$ cat config.mk
export PLATFORM = sky130hd
export DESIGN_NAME = rv_multicycle_ctrl
export DESIGN_NICKNAME = d
export VERILOG_FILES = /design/src/rtl/rv_multicycle_ctrl.sv
export SDC_FILE = /design/constraint.sdc
export NUM_CORES = 1
export LEC_CHECK = 0
export ABC_AREA = 1
export CAP_MARGIN = 20
export CORE_AREA = 2 2 76 78
export CTS_CLUSTER_DIAMETER = 200
export DETAILED_ROUTE_END_ITERATION = 8
export DIE_AREA = 0 0 78 80
export GPL_TIMING_DRIVEN = 0
export MAX_ROUTING_LAYER = met4
export PLACE_DENSITY = 0.83
export SYNTH_ARGS = -nofsm -noshare
export SYNTH_HDL_FRONTEND = slang
export SYNTH_SLANG_ARGS = --single-unit
$ cat constraint.sdc
create_clock -name clk -period 5.15 [get_ports clk]
set_input_delay 0.7725 -clock clk [delete_from_list [all_inputs] [get_ports clk]]
set_output_delay 0.7725 -clock clk [all_outputs]
set_load 0.01 [all_outputs]
$ cat src/rtl/rv_multicycle_ctrl.sv
// Multi-cycle RV32I control FSM: sequences fetch/decode/execute/memory/writeback
// over a shared ALU, memory port and register file, and counts retired instructions.
module rv_multicycle_ctrl #(
    parameter int CNT_W          = 32,
    parameter bit TRAP_ON_SYSTEM = 1'b1
) (
    input  logic             clk,
    input  logic             rst,
    input  logic [6:0]       opcode,
    input  logic             br_cond,
    input  logic             mem_ready,
    output logic [2:0]       ImmSel,
    output logic             ir_write,
    output logic             pc_write,
    output logic [1:0]       pc_src,
    output logic             reg_write,
    output logic [1:0]       wb_sel,
    output logic             mem_req,
    output logic             mem_we,
    output logic             mem_ifetch,
    output logic [1:0]       alu_src_a,
    output logic             alu_src_b,
    output logic [1:0]       alu_op,
    output logic             trap,
    output logic [CNT_W-1:0] instret
);

    typedef enum logic [2:0] {
        S_FETCH  = 3'd0,
        S_DECODE = 3'd1,
        S_EXEC   = 3'd2,
        S_MEM    = 3'd3,
        S_WB     = 3'd4,
        S_TRAP   = 3'd5
    } state_t;

    typedef enum logic [3:0] {
        C_NOP, C_LUI, C_AUIPC, C_JAL, C_JALR, C_BR, C_LD, C_ST, C_OPI, C_OP
    } class_t;

    state_t           r_state, w_next;
    class_t           r_class, w_dec_class;
    logic             w_dec_ok;
    logic             w_retire;
    logic             r_trap;
    logic [CNT_W-1:0] r_instret;

    // Opcode classification; anything unrecognised (including bits[1:0] != 11) is illegal.
    always_comb begin
        w_dec_class = C_NOP;
        w_dec_ok    = 1'b1;
        case (opcode)
            7'b0110111: w_dec_class = C_LUI;
            7'b0010111: w_dec_class = C_AUIPC;
            7'b1101111: w_dec_class = C_JAL;
            7'b1100111: w_dec_class = C_JALR;
            7'b1100011: w_dec_class = C_BR;
            7'b0000011: w_dec_class = C_LD;
            7'b0100011: w_dec_class = C_ST;
            7'b0010011: w_dec_class = C_OPI;
            7'b0110011: w_dec_class = C_OP;
            7'b0001111: w_dec_class = C_NOP;
            7'b1110011: w_dec_ok    = !TRAP_ON_SYSTEM;
            default:    w_dec_ok    = 1'b0;
        endcase
    end

    always_ff @(posedge clk) begin
        if (rst) begin
            r_state   <= S_FETCH;
            r_class   <= C_NOP;
            r_trap    <= 1'b0;
            r_instret <= '0;
        end else begin
            r_state <= w_next;
            if (r_state == S_DECODE)
                r_class <= w_dec_class;
            if (w_next == S_TRAP)
                r_trap <= 1'b1;
            if (w_retire)
                r_instret <= r_instret + {{(CNT_W-1){1'b0}}, 1'b1};
        end
    end

    always_comb begin
        w_next     = r_state;
        w_retire   = 1'b0;
        ImmSel     = 3'b000;
        ir_write   = 1'b0;
        pc_write   = 1'b0;
        pc_src     = 2'd0;
        reg_write  = 1'b0;
        wb_sel     = 2'd0;
        mem_req    = 1'b0;
        mem_we     = 1'b0;
        mem_ifetch = 1'b0;
        alu_src_a  = 2'd0;
        alu_src_b  = 1'b0;
        alu_op     = 2'd0;

        case (r_class)
            C_OPI, C_LD, C_JALR: ImmSel = 3'b000;
            C_ST:                ImmSel = 3'b001;
            C_BR:                ImmSel = 3'b010;
            C_JAL:               ImmSel = 3'b011;
            C_LUI, C_AUIPC:      ImmSel = 3'b100;
            default:             ImmSel = 3'b000;
        endcase

        case (r_state)
            S_FETCH: begin
                mem_req    = 1'b1;
                mem_ifetch = 1'b1;
                if (mem_ready) begin
                    ir_write = 1'b1;
                    w_next   = S_DECODE;
                end
            end
            S_DECODE: w_next = w_dec_ok ? S_EXEC : S_TRAP;
            S_EXEC: begin
                case (r_class)
                    C_LUI: begin alu_src_a = 2'd2; alu_src_b = 1'b1; end
                    C_AUIPC, C_JAL, C_BR: begin alu_src_a = 2'd1; alu_src_b = 1'b1; end
                    C_JALR, C_LD, C_ST: alu_src_b = 1'b1;
                    C_OPI: begin alu_src_b = 1'b1; alu_op = 2'd1; end
                    C_OP:  alu_op = 2'd1;
                    default: ;
                endcase
                // Branch resolves here: the adder already holds the PC-relative target.
                if (r_class == C_BR) begin
                    pc_write = 1'b1;
                    pc_src   = br_cond ? 2'd1 : 2'd0;
                    w_retire = 1'b1;
                    w_next   = S_FETCH;
                end else if (r_class == C_LD || r_class == C_ST) begin
                    w_next = S_MEM;
                end else begin
                    w_next = S_WB;
                end
            end
            S_MEM: begin
                mem_req = 1'b1;
                mem_we  = (r_class == C_ST);
                if (mem_ready) begin
                    if (r_class == C_ST) begin
                        pc_write = 1'b1;
                        w_retire = 1'b1;
                        w_next   = S_FETCH;
                    end else begin
                        w_next = S_WB;
                    end
                end
            end
            S_WB: begin
                reg_write = (r_class != C_NOP);
                case (r_class)
                    C_LD:   wb_sel = 2'd1;
                    C_JAL:  begin wb_sel = 2'd2; pc_src = 2'd1; end
                    C_JALR: begin wb_sel = 2'd2; pc_src = 2'd2; end
                    default: ;
                endcase
                pc_write = 1'b1;
                w_retire = 1'b1;
                w_next   = S_FETCH;
            end
            S_TRAP: w_next = S_TRAP;
            default: w_next = S_FETCH;
        endcase

        // Reset silences every strobe so an in-flight request never completes.
        if (rst) begin
            ir_write  = 1'b0;
            pc_write  = 1'b0;
            reg_write = 1'b0;
            mem_req   = 1'b0;
            mem_we    = 1'b0;
            w_retire  = 1'b0;
        end
    end

    assign trap    = r_trap;
    assign instret = r_instret;

endmodule

==> flow_summary.ini <==
[logic_synthesis]
syn-cell-area_um2 = 2860
syn_avg_cell_area_um2 = 6.25
synthTopCellsByArea = dfxtp_1 (30%), nand2_1 (18%), nor2_1 (8.4%)
synthArstFlopShare = 0
synth_common_cells = nand2_1 (137), nor2_1 (64), inv_1 (47)
synth.yosys.seq_area_share = 0.301
yosysWarnings = 0
postSynthNetCount = 471
yosys.area.top_type = dfxtp_1
yosysTopAreaCellShare = 0.301
ys_seq_elements = 43
ys.flop_type = dfxtp_1
synth_cell_types = 38
synth_edf_count = 0
synth.most_common_cell = nand2_1
synthCells = 457

[pwr]
seqPwrFrac = 0.433
p_sw_frac = 0.281
internal-power_uw = 607
ir_worst_vdd_mv = 0.192
leakagePower_uw = 0.00138
switchingPower_uw = 237
combPwrFrac = 0.193
pwr-share-clk = 0.375
power.density_nw_per_um2 = 230

[drt]
firstDrtPassIters = 4
wirelength_um = 8230
vias = 3159
wl_per_cell_um = 13.8
drc = 0
first_iter_violations = 243
viasPerCell = 5.30
drtAntennaViolNets = 0

[clock_network]
clock_path_buffers = 2
cts_made_buffers = 5
cts_root_buffer = clkbuf_8
cts-hold-fix-buffers = 0
clk_pin_slew_ps = 90
cts-resized-gates = 0
cts_setup_buffers = 0
cts_tree = built
clock_sinks = 43
htreeDepth = 2
clk_latency_ps = 300

[floorplanning]
fp.coreArea_um2 = 5410
initial_utilization = 0.528
die_w_um = 78
dieArea_um2 = 6240
placementRows = 27
io_pins = 62
dieHeight_um = 80

[placed_design]
gp_congestion = 0.967
dp_slack_ps = 1900
dpl.hpwl_um = 6510
post_dp_cell_area_um2 = 3540
port_buffers = 59
placed_cells = 588

[min_path]
hp-class = register to register

[global_route]
grt_use_total = 0.286
grt_pass1_wl_um = 13900
grt_max_degree = 14
grt_pass1_vias = 2924
grt.overflow.total = 0
antenna_found_initial = 0

[critical_path]
required_ps = 4380
cpLargestDelayFamily = buffers and inverters
crit_type = input port to output pin
critPathArrivalTime_ps = 2490
cp_cell_sequence = clkdlybuf4s50_1 > nand3_2 > nand3_2 > nand2_4 > inv_2 > buf_2 > clkdlybuf4s50_1
end_kind = output pin
max_stage_delay_ps = 600
worstPathMaxFanout = 10
start_kind = input port
worst-path-buf-inv = 4
cp_slowest_cell = clkdlybuf4s50_1

[timing]
finalCritPeriodShare = 0.634
fmax_ghz = 0.306
slew_headroom = 0.536
rsz0062_at_grt = no
tns_ps = 0
drv_slew = 0
setup_viol = 0
min_period_ps = 3270
fin_skew_ps = 7.79
worstMarginPinSlew_ps = 696
finalHoldViolations = 0
finalWorstSetupSlack_ps = 1880

[finish]
fin_nets = 537
filler_cell_count = 528
final_cells = 596
antennaDiodeCount = 0
final_area_um2 = 3670
syn2layout_area_growth_pct = 28.5
drive_gt1_frac = 0.0878

[status]
status = finished clean

[flow_run]
drv_cap = 0
[cell type report]
class,count,area (um2),share of cell area
multi-input combinational,352,1730,0.471
timing repair buffer,59,591,0.161
inverter,51,191,0.0522
clock inverter,2,60.1,0.0164
buffer,11,75.1,0.0205
clock buffer,6,72.6,0.0198
tap,72,90.1,0.0246
sequential,43,861,0.235
[final timing paths]
path | endpoint | start | depth (start not counted) | slack (ps)
setup / recovery | pc_write | mem_ready | 7 | 1880
hold reg to reg | trap | trap | 2 | 460
hold / removal | trap | trap | 2 | 460
setup reg to reg | ImmSel[2] | r_state[0] | 9 | 3090
[placed cells by master, fill, tap and decap left out, drive strengths merged, types with 2 or more instances in the layout]
cell,n
a21boi,3
a21oi,35
buf,10
bufinv,2
clkbuf,7
clkdlybuf4s50,59
dfxtp,43
ha,3
inv,50
nand2,149
nand3,14
nand3b,7
nand4,8
nor2,66
nor3,29
nor4,2
o21ai,11
o22ai,2
xor2,14
[routing by layer]
metal | vias to the layer above | global-route usage | part of all wire
li1 | 1590 | - | -
met2 | 98 | 0.434 | 0.44
met3 | 13 | 0.0419 | 0.050
met4 | 0 | 0.0825 | 0.019
met1 | 1458 | 0.397 | 0.49
met5 | - | - | 0
[worst min-delay path, cell delays in order, from the launching register on]
cell and delay [ps]:
dfxtp_1 320, nand2_1 60, nand2_1 40
[registers in the layout, summed over array words and instances, names as in the netlist]
name and flops:
r_state 3, ImmSel 3, r_class 4, instret 32, trap 1
[metrics by stage]
step / utilization / total power (uW) / hold WS [ps]
after floorplan: - / 470 / 476
after global placement: 0.654 / 532 / 441
after detailed placement: 0.654 / 533 / 453
after CTS: 0.679 / 848 / 468
after global routing: 0.679 / 879 / 503
final: 0.679 / 844 / 462
[power groups by stage]
stage | Combinational [uW] | Clock (uW) | Sequential, uW
final | 163 | 316 | 365
after global placement | 160 | 0 | 372
after CTS | 162 | 321 | 365
after global routing | 182 | 330 | 368
after detailed placement | 161 | 0 | 372
after floorplan | 97.0 | 0 | 373
[cells by family (layout without fill, tap and decap cells)]
kind of cell,Yosys count,after routing,share of synthesized area
AO/OA/AOI/OAI,57,57,0.121
XOR/XNOR,15,15,0.0460
adder cells (fa/ha/maj),3,3,0.0131
buffers and inverters,62,129,0.0933
flip-flops,43,43,0.301
other,1,1,0.00131
AND/OR/NAND/NOR,276,276,0.423
No activity file was read; power rests on OpenSTA's default activity.
